## src/rtl/fetch_unit.sv

```systemverilog
// Instruction fetch stage: owns the program counter, fetches words from
// instruction memory over a req/ack handshake and hands each instruction to
// the decoder over a valid/ready handshake. The next PC is resolved from the
// decoder's jump/pcsrc decision on the cycle the instruction is consumed.
module fetch_unit #(
    parameter int          WIDTH    = 32,
    parameter logic [31:0] RESET_PC = 32'h0000_0000
) (
    input  logic             clk,
    input  logic             reset,
    output logic             imem_req,
    output logic [WIDTH-1:0] imem_addr,
    input  logic             imem_ack,
    input  logic [WIDTH-1:0] imem_rdata,
    output logic [WIDTH-1:0] instr,
    output logic [5:0]       op,
    output logic [5:0]       funct,
    output logic [WIDTH-1:0] pc,
    output logic [WIDTH-1:0] pcplus4,
    output logic             instr_valid,
    input  logic             instr_ready,
    input  logic             pcsrc,
    input  logic             jump
);

    // First fetch address with the byte-offset bits cleared.
    localparam logic [31:0] RESET_PC_ALIGNED = {RESET_PC[31:2], 2'b00};

    // IDLE gives one dead cycle after reset so a stale ack cannot be taken.
    typedef enum logic [1:0] {
        IDLE = 2'd0,
        REQ  = 2'd1,
        HOLD = 2'd2
    } state_t;

    state_t      state_q, state_d;
    logic [31:0] fetch_pc_q, fetch_pc_d;
    logic [31:0] pc_q, pc_d;
    logic [31:0] instr_q, instr_d;
    logic [31:0] pcplus4_w;
    logic [31:0] branch_off_w;
    logic [31:0] next_pc_w;

    // Outputs come only from registers or decoded state.
    assign imem_req    = (state_q == REQ);
    assign instr_valid = (state_q == HOLD);
    assign imem_addr   = fetch_pc_q;
    assign instr       = instr_q;
    assign op          = instr_q[31:26];
    assign funct       = instr_q[5:0];
    assign pc          = pc_q;
    assign pcplus4     = pcplus4_w;

    assign pcplus4_w    = pc_q + 32'd4;
    assign branch_off_w = {{14{instr_q[15]}}, instr_q[15:0], 2'b00};

    // Next fetch address: jump has priority over a taken branch; all modulo 2^32.
    always_comb begin
        next_pc_w = pcplus4_w;
        if (jump) begin
            next_pc_w = {pcplus4_w[31:28], instr_q[25:0], 2'b00};
        end else if (pcsrc) begin
            next_pc_w = pcplus4_w + branch_off_w;
        end
    end

    // Next-state logic for the fetch handshake and the captured instruction.
    always_comb begin
        state_d    = state_q;
        fetch_pc_d = fetch_pc_q;
        pc_d       = pc_q;
        instr_d    = instr_q;
        case (state_q)
            IDLE: begin
                state_d = REQ;
            end
            REQ: begin
                if (imem_ack) begin
                    instr_d = imem_rdata;
                    pc_d    = fetch_pc_q;
                    state_d = HOLD;
                end
            end
            HOLD: begin
                if (instr_ready) begin
                    fetch_pc_d = next_pc_w;
                    state_d    = REQ;
                end
            end
            default: begin
                state_d = IDLE;
            end
        endcase
    end

    // State and datapath registers; reset abandons any outstanding request.
    always_ff @(posedge clk or posedge reset) begin
        if (reset) begin
            state_q    <= IDLE;
            fetch_pc_q <= RESET_PC_ALIGNED;
            pc_q       <= RESET_PC_ALIGNED;
            instr_q    <= 32'd0;
        end else begin
            state_q    <= state_d;
            fetch_pc_q <= fetch_pc_d;
            pc_q       <= pc_d;
            instr_q    <= instr_d;
        end
    end

endmodule
```

## config.mk

```make
export PLATFORM = sky130hd
export DESIGN_NAME = fetch_unit
export DESIGN_NICKNAME = d
export VERILOG_FILES = /design/src/rtl/fetch_unit.sv
export SDC_FILE = /design/constraint.sdc
export NUM_CORES = 1
export LEC_CHECK = 0
export CORE_MARGIN = 2
export CORE_UTILIZATION = 30
export CTS_BUF_LIST = sky130_fd_sc_hd__clkbuf_4 sky130_fd_sc_hd__clkbuf_8
export DETAILED_ROUTE_END_ITERATION = 12
export HOLD_SLACK_MARGIN = 0.02
export PLACE_DENSITY = 0.58
export SETUP_SLACK_MARGIN = 0.1
export SYNTH_ARGS = -nofsm -noshare
export SYNTH_HDL_FRONTEND = slang
export SYNTH_SLANG_ARGS = --single-unit
```

## constraint.sdc

```tcl
create_clock -name clk -period 3.4 [get_ports clk]
set_clock_uncertainty 0.05 [all_clocks]
set_input_delay 0.68 -clock clk [delete_from_list [all_inputs] [get_ports clk]]
set_output_delay 0.68 -clock clk [all_outputs]
set_load 0.05 [all_outputs]
```

==> results of run 1 <==
cells in the mapped netlist, types with 4 or more instances:
cell | instances | area share [%]
sky130_fd_sc_hd__a211oi_1 | 8 | 0.94
sky130_fd_sc_hd__or3_1 | 7 | 0.68
sky130_fd_sc_hd__a31oi_1 | 5 | 0.49
sky130_fd_sc_hd__nor2_1 | 38 | 2.2
sky130_fd_sc_hd__xnor2_1 | 25 | 3.4
sky130_fd_sc_hd__a221oi_1 | 6 | 0.82
sky130_fd_sc_hd__mux2i_1 | 9 | 1.4
sky130_fd_sc_hd__o21bai_1 | 5 | 0.59
sky130_fd_sc_hd__nor2b_1 | 6 | 0.59
sky130_fd_sc_hd__nand2_1 | 63 | 3.7
sky130_fd_sc_hd__clkbuf_1 | 22 | 1.3
sky130_fd_sc_hd__nand3_1 | 21 | 1.6
sky130_fd_sc_hd__and2_1 | 5 | 0.49
sky130_fd_sc_hd__ha_1 | 36 | 7.0
sky130_fd_sc_hd__a21oi_1 | 28 | 2.2
sky130_fd_sc_hd__and3_1 | 13 | 1.3
sky130_fd_sc_hd__xor2_1 | 19 | 2.6
sky130_fd_sc_hd__dfrtp_1 | 98 | 38
sky130_fd_sc_hd__nor3_1 | 6 | 0.47
sky130_fd_sc_hd__o21a_1 | 4 | 0.47
sky130_fd_sc_hd__buf_4 | 14 | 1.6
sky130_fd_sc_hd__o21ai_0 | 32 | 2.5
sky130_fd_sc_hd__a21o_1 | 15 | 1.8
sky130_fd_sc_hd__nand4_1 | 7 | 0.68
sky130_fd_sc_hd__o21ai_1 | 4 | 0.31
sky130_fd_sc_hd__o211ai_1 | 7 | 0.82
sky130_fd_sc_hd__nand3b_1 | 4 | 0.47
sky130_fd_sc_hd__inv_1 | 15 | 0.88
sky130_fd_sc_hd__o31ai_1 | 4 | 0.47
sky130_fd_sc_hd__mux2_2 | 64 | 11
layer usage:
| metal | global-route usage (%) | part of all wire [%] | vias up |
|---|---|---|---|
| met5 | 0 | 0.072 | - |
| met2 | 29.84 | 46 | 139 |
| met1 | 27.50 | 48 | 3004 |
| li1 | - | - | 2988 |
| met4 | 4.623 | 1.4 | 2 |
| met3 | 3.333 | 4.7 | 24 |
what timing repair did:
action	CTS	global route
pin swaps	21	47
setup buffers	7	21
resized for setup	43	80
gates cloned	0	0
setup endpoints to repair	28	26
area by class of cell:
cell class | instances | share of cell area (%)
well taps | 275 | 3.170
inverters | 15 | 0.5418
repair buffers | 343 | 29.51
flip-flops and latches | 98 | 22.74
multi-input cells | 496 | 41.97
diodes | 1 | 0.02305
clock inverters | 6 | 0.8300
clock buffers | 10 | 1.210
worst max-delay path: cells and delay by family, from the launching register on:
| family | cells | cell delay [ps] |
|---|---|---|
| compound gates | 7 | 1300 |
| simple gates | 5 | 900 |
| flops | 1 | 420 |
| fa+ha+maj | 1 | 220 |
| mux | 1 | 200 |
| xor+xnor | 1 | 180 |
| buf+inv | 1 | 150 |
flip-flops by register name, summed over array words and instances (netlist names):
register and count:
instr 32, imem_addr 32, state_q 2, pc 32
through the flow:
stage	hold WS (ps)	setup TNS (ps)
after CTS	456.8	-374.3
after floorplan	405.1	-10870
final	459.2	-864.6
after detailed placement	435.0	-1358
after global routing	475.9	-2492
after global placement	439.1	-978.7
how the worst max path moves through the flow:
| stage | from | end | slack [ps] | cells past startpoint |
|---|---|---|---|---|
| 2_1_floorplan | pc[8]$_DFFE_PP0P_ | imem_addr[27]$_DFFE_PP0P_ | -640 | 13 |
| 3_3_place_gp | pc[3]$_DFFE_PP0P_ | imem_addr[30]$_DFFE_PP0P_ | -210 | 15 |
| 3_5_place_dp | pc[3]$_DFFE_PP0P_ | imem_addr[30]$_DFFE_PP0P_ | -300 | 15 |
| 4_1_cts | pc[3]$_DFFE_PP0P_ | imem_addr[30]$_DFFE_PP0P_ | -100 | 16 |
| 5_1_grt | pc[3]$_DFFE_PP0P_ | imem_addr[30]$_DFFE_PP0P_ | -280 | 16 |
| 6_report | pc[3]$_DFFE_PP0P_ | imem_addr[30]$_DFFE_PP0P_ | -160 | 16 |
kinds of logic after synthesis:
family                   synth area share [%]
AND/OR/NAND/NOR                         15.11
flip-flops                              38.26
adder cells (fa/ha/maj)                 7.339
buffers and inverters                   4.040
XOR/XNOR                                6.695
multiplexers                            12.65
AO/OA/AOI/OAI                           15.91
==> tab_implementation.tex, run 1 <==
\begin{tabular}{lr}
\hline
Metric & Value \\
\hline
\multicolumn{2}{l}{\textbf{Outcome}} \\
Status & complete, but fails checks \\
Violations in the final reports & setup timing \\
\multicolumn{2}{l}{\textbf{Yosys}} \\
Flip-flop and latch count after synthesis & 98 \\
Number of cells produced by synthesis & 648 \\
Distinct cells, synth & 73 \\
Most used DFF post-synth & sky130\_fd\_sc\_hd\_\_dfrtp\_1 \\
Mean instance size in the synthesized netlist & 9.892 um\^{}2 \\
Portion of the post-synthesis area used by sequential elements & 38.26\% \\
Syn nets & 723 \\
Fraction of registers with async set or reset after synthesis & 100.0\% \\
Cell area after synthesis & 6410 um\^{}2 \\
Number of warnings reported in the yosys synthesis log & 0 \\
Number of enable-type register cells in the synthesized netlist & 0 \\
\multicolumn{2}{l}{\textbf{CTS}} \\
Clock insertion delay at the later pin of the skew report & 390 ps \\
Root Buffer Master & sky130\_fd\_sc\_hd\_\_clkbuf\_8 \\
Max Buffers Root-to-Sink & 2 \\
Hold\_buf cts & 0 \\
CTS tree & done \\
Clock buffer count from CTS & 9 \\
Number of clock sinks & 98 \\
Clock transition time at the flip-flop clock pins of the worst setup and hold paths & 110 ps \\
Total number of H-tree levels & 3 \\
\multicolumn{2}{l}{\textbf{Critical path}} \\
Worst Reg2Reg Path Length in Cells & 16 \\
Critical Path AT & 3790 ps \\
Worst-case register-to-register setup slack & -160 ps \\
Cells along the critical path & nand2\_2 -> or3\_4 -> nor3\_4 -> buf\_6 -> nand3\_4 -> xnor2\_4 -> ha\_4 -> a21o\_1 -> a21o\_1 -> a21o\_1 -> a21o\_1 -> a2111oi\_4 -> o21bai\_1 -> a41oi\_2 -> mux2i\_1 -> nand3\_1 \\
Largest fanout of any net on the critical path & 3 \\
Worst reg2reg startpoint & pc[3]\$\_DFFE\_PP0P\_ \\
Cell with the most instances on the worst path & sky130\_fd\_sc\_hd\_\_a21o\_1 \\
End of the worst register-to-register path & imem\_addr[30]\$\_DFFE\_PP0P\_ \\
Critical Path Max Stage Delay & 420 ps \\
Critical path endpoint category & flop \\
Category of the worst setup path launch point & flop \\
Critical Path RT & 3620 ps \\
Worst-path cell with the longest stage delay & sky130\_fd\_sc\_hd\_\_dfrtp\_2 \\
Critical Setup Path Class & reg2reg \\
\multicolumn{2}{l}{\textbf{Cells and area}} \\
Most frequent standard cell in the layout excluding fill and tap cells & sky130\_fd\_sc\_hd\_\_clkdlybuf4s50\_1 \\
Share of the core filled with cells in the final layout & 51.63\% \\
Area of the multi-input gates & 4556 um\^{}2 \\
Final Instance Count excl. Fillers & 1244 \\
Final Cell Area & 10850 um\^{}2 \\
Area growth from synthesis to final layout & 69.33\% \\
Layout cell share with drive strength beyond 1 & 40.70\% \\
Most frequent cells in the layout & sky130\_fd\_sc\_hd\_\_clkdlybuf4s50\_1 (156), sky130\_fd\_sc\_hd\_\_buf\_4 (155), sky130\_fd\_sc\_hd\_\_dfrtp\_1 (85) \\
Nets & 1038 \\
Filler Cells Inserted & 1899 \\
Sequential standard cell area & 2469 um\^{}2 \\
\multicolumn{2}{l}{\textbf{Floorplan}} \\
Width of the chip & 150.2 um \\
Vertical extent of the die & 150.2 um \\
Top-level port count & 180 \\
Die Area & 22550 um\^{}2 \\
Initial cell density of the core & 30.49\% \\
Core Area & 21020 um\^{}2 \\
Standard-cell rows & 53 \\
\multicolumn{2}{l}{\textbf{Timing}} \\
Number of hold violations in the final report & 0 \\
Final setup viols & 9 \\
Share of the cycle needed by the critical path after routing & 104.8\% \\
Number of max-slew violations in the final report & 0 \\
Tightest Pin Transition & 927.7 ps \\
Top achievable clock speed & 280.5 MHz \\
Post-route minimum period & 3565 ps \\
RSZ-0062 raised after global routing & true \\
Rel. slew slack & 37.93\% \\
Slack of the critical path & -164.7 ps \\
\multicolumn{2}{l}{\textbf{Route}} \\
Antenna-violating nets left & 0 \\
DR vias & 6157 \\
DRT Wirelength & 22160 um \\
Starting DRT DRC Count & 322 \\
Routed wire per std cell & 17.81 um \\
Residual DRC & 0 \\
Number of iterations in the first detailed-routing pass & 4 \\
Vias per cell & 4.949 \\
\multicolumn{2}{l}{\textbf{GRT}} \\
Wire length of the first global-routing pass & 33550 um \\
Total global routing overflow & 0 \\
Via count of the first global-routing pass & 5942 \\
Initial antenna violation count & 2 \\
Global-route usage over all layers & 19.10\% \\
Pin count of the biggest net entering global routing & 55 \\
\multicolumn{2}{l}{\textbf{Placed design}} \\
Routability-driven placement congestion ratio & 0.8833 \\
DP Wirelength & 16590 um \\
Worst slack after detailed placement & -304.6 ps \\
Post-Place Cell Area & 9842 um\^{}2 \\
IO Port Bufs & 179 \\
Placed Instances & 1201 \\
\multicolumn{2}{l}{\textbf{Worst hold path}} \\
Worst Hold Depth & 2 \\
Hold endpoint & imem\_addr[6]\$\_DFFE\_PP0P\_ \\
Beginning of the worst hold path & imem\_addr[6]\$\_DFFE\_PP0P\_ \\
Path class of the lowest-slack min-delay path & reg2reg \\
\multicolumn{2}{l}{\textbf{Run}} \\
Max-cap viol count & 0 \\
\hline
\end{tabular}
Power of run 1 is left out: the tool's default activity adds up to more than one toggle a clock period on the data nets, which glitch-free logic cannot reach.
==> inputs of run 2 (changes only) <==
--- a/config.mk
+++ b/config.mk
@@ -9,6 +9,7 @@
 export CORE_UTILIZATION = 30
 export CTS_BUF_LIST = sky130_fd_sc_hd__clkbuf_4 sky130_fd_sc_hd__clkbuf_8
 export DETAILED_ROUTE_END_ITERATION = 12
+export GPL_ROUTABILITY_DRIVEN = 0
 export HOLD_SLACK_MARGIN = 0.02
 export PLACE_DENSITY = 0.58
 export SETUP_SLACK_MARGIN = 0.1
==> run 2 against run 1 <==
The flow still finishes with violations (setup timing); global-route usage about the same; via count is 0.97% lower; worst hold slack about the same; design area shrank 3.5%; setup slack improved by 90 ps; first-iteration DRC count increased by 0.62%; die area unchanged; non-clock buffer count shrank 19; count of clock-buffer cells in the layout is 3 higher; sequential cell count is the same; fmax rose by 2.6%; routed wire length fell by 2.4%; critical path type is now reg2out.
==> tab_implementation.tex, run 2 (synthesis gave the netlist of run 1 again) <==
\begin{tabular}{lr}
\hline
Metric & Value \\
\hline
\multicolumn{2}{l}{\textbf{Outcome}} \\
Status & complete, but fails checks \\
Violations in the final reports & setup timing \\
\multicolumn{2}{l}{\textbf{Placed design}} \\
IO Port Bufs & 179 (unchanged) \\
Worst slack after detailed placement & -278.9 ps (+25.74 ps) \\
DP Wirelength & 16290 um (-1.8\%) \\
Placed Instances & 1196 (-0.42\%) \\
\multicolumn{2}{l}{\textbf{Timing}} \\
Number of max-slew violations in the final report & 0 (unchanged) \\
Number of hold violations in the final report & 0 (unchanged) \\
Top achievable clock speed & 287.8 MHz (+2.6\%) \\
Setup tns final & -159.9 ps (+704.7 ps) \\
Slack of the critical path & -74.32 ps (+90.39 ps) \\
Rel. slew slack & 35.04\% (-2.9 points) \\
Share of the cycle needed by the critical path after routing & 102.2\% (-2.7 points) \\
Post-route minimum period & 3474 ps (-90.39 ps) \\
Final setup viols & 5 (-4) \\
RSZ-0062 raised after global routing & true \\
Tightest Pin Transition & 970.9 ps (+43.16 ps) \\
\multicolumn{2}{l}{\textbf{Cells and area}} \\
Final Instance Count excl. Fillers & 1225 (-1.5\%) \\
Area growth from synthesis to final layout & 63.44\% \\
Area of the multi-input gates & 4339 um\^{}2 (-4.8\%) \\
Filler Cells Inserted & 1937 (+2.0\%) \\
Layout cell share with drive strength beyond 1 & 37.20\% (-3.5 points) \\
Share of the core filled with cells in the final layout & 49.84\% (-1.8 points) \\
Most frequent cells in the layout & sky130\_fd\_sc\_hd\_\_clkdlybuf4s50\_1 (155), sky130\_fd\_sc\_hd\_\_buf\_4 (143), sky130\_fd\_sc\_hd\_\_dfrtp\_1 (85) \\
Most frequent standard cell in the layout excluding fill and tap cells & sky130\_fd\_sc\_hd\_\_clkdlybuf4s50\_1 \\
Nets & 1019 (-1.8\%) \\
Sequential standard cell area & 2469 um\^{}2 (unchanged) \\
\multicolumn{2}{l}{\textbf{Critical path}} \\
Worst Reg2Reg Path Length in Cells & 15 (-1) \\
Critical Path AT & 2740 ps (-1050 ps) \\
Critical Setup Path Class & reg2out \\
Timing startpoint of the critical path & pc[5]\$\_DFFE\_PP0P\_ \\
Largest fanout of any net on the critical path & 4 (+1) \\
Critical path endpoint category & output port \\
Category of the worst setup path launch point & flop \\
Worst reg2reg startpoint & pc[2]\$\_DFFE\_PP0P\_ \\
Critical Path RT & 2670 ps (-950 ps) \\
\multicolumn{2}{l}{\textbf{Floorplan}} \\
Standard-cell rows & 53 (unchanged) \\
Vertical extent of the die & 150.2 um (unchanged) \\
Width of the chip & 150.2 um (unchanged) \\
Initial cell density of the core & 30.49\% (unchanged) \\
Core Area & 21020 um\^{}2 (unchanged) \\
Die Area & 22550 um\^{}2 (unchanged) \\
Top-level port count & 180 (unchanged) \\
\multicolumn{2}{l}{\textbf{GRT}} \\
Wire length of the first global-routing pass & 33110 um (-1.3\%) \\
Global-route usage over all layers & 19.13\% (+0.025 points) \\
Pin count of the biggest net entering global routing & 61 (+11\%) \\
Via count of the first global-routing pass & 5932 (-0.17\%) \\
Initial antenna violation count & 1 (-1) \\
Total global routing overflow & 0 (unchanged) \\
\multicolumn{2}{l}{\textbf{Run}} \\
Max-cap viol count & 0 (unchanged) \\
\multicolumn{2}{l}{\textbf{CTS}} \\
Clock buffer count from CTS & 9 (unchanged) \\
Root Buffer Master & sky130\_fd\_sc\_hd\_\_clkbuf\_8 \\
Number of clock sinks & 98 (unchanged) \\
Clock insertion delay at the later pin of the skew report & 400 ps (about the same) \\
Total number of H-tree levels & 3 (unchanged) \\
Hold\_buf cts & 0 (unchanged) \\
Clock transition time at the flip-flop clock pins of the worst setup and hold paths & 100 ps (about the same) \\
CTS tree & done \\
Max Buffers Root-to-Sink & 2 (unchanged) \\
\multicolumn{2}{l}{\textbf{Worst hold path}} \\
Worst Hold Depth & 1 (-1) \\
Path class of the lowest-slack min-delay path & reg2reg \\
Beginning of the worst hold path & state\_q[1]\$\_DFFE\_PP0P\_ \\
\multicolumn{2}{l}{\textbf{Route}} \\
Residual DRC & 0 (unchanged) \\
DR vias & 6097 (-0.97\%) \\
Starting DRT DRC Count & 324 (+0.62\%) \\
Number of iterations in the first detailed-routing pass & 5 (+1) \\
Antenna-violating nets left & 0 (unchanged) \\
Routed wire per std cell & 17.66 um (-0.86\%) \\
DRT Wirelength & 21630 um (-2.4\%) \\
Vias per cell & 4.977 (+0.56\%) \\
\hline
\end{tabular}
run 2: final timing paths:
path	endpoint	slack, ps
max	pcplus4[27]	-70
min in group asynchronous	instr[0]$_DFFE_PP0P_	750
max in group asynchronous	pc[11]$_DFFE_PP0P_	1840
min	state_q[0]$_DFFE_PP0P_	460
max reg2reg	imem_addr[27]$_DFFE_PP0P_	-40
min reg2reg	state_q[0]$_DFFE_PP0P_	460
run 2: final cells by class:
cell class | count | share of cell area [%]
diodes | 1 | 0.02389
inverters | 15 | 0.5613
flip-flops and latches | 98 | 23.56
multi-input cells | 496 | 41.42
repair buffers | 324 | 29.06
well taps | 275 | 3.284
clock inverters | 3 | 0.4419
clock buffers | 13 | 1.648
run 2: what timing repair did:
item / CTS / global route
setup endpoints to repair: 24 / 27
gates resized for setup: 57 / 20
setup buffers: 10 / 3
hold endpoints to repair: 0 / 0
pin swaps: 39 / 5
run 2: worst max-delay path: stages (launching register included):
cell and delay, ps:
sky130_fd_sc_hd__dfrtp_2 390, sky130_fd_sc_hd__nand3_2 90, sky130_fd_sc_hd__or3_4 420, sky130_fd_sc_hd__nor3_4 140, sky130_fd_sc_hd__buf_6 160, sky130_fd_sc_hd__and4_4 250, sky130_fd_sc_hd__nand4_1 230, sky130_fd_sc_hd__xnor2_4 290
sky130_fd_sc_hd__buf_4 150, sky130_fd_sc_hd__buf_6 100, sky130_fd_sc_hd__buf_12 130
run 2: layer usage:
metal / track usage (%) / vias to the layer above / wire length (um)
li1: - / 2943 / -
met1: 27.26 / 2984 / 10230
met2: 29.91 / 158 / 9960
met3: 3.545 / 12 / 1203
met4: 4.953 / 0 / 240
met5: 0 / - / 0
run 2: per-stage QoR:
stage | hold WS, ps | cell area [um^2]
6_report | 459.6 | 10480
4_1_cts | 457.9 | 10350
5_1_grt | 470.4 | 10470
3_3_place_gp | 436.4 | 9804
3_5_place_dp | 431.5 | 9804
2_1_floorplan | 405.1 | 6728
Power of run 2 is left out for the same reason.
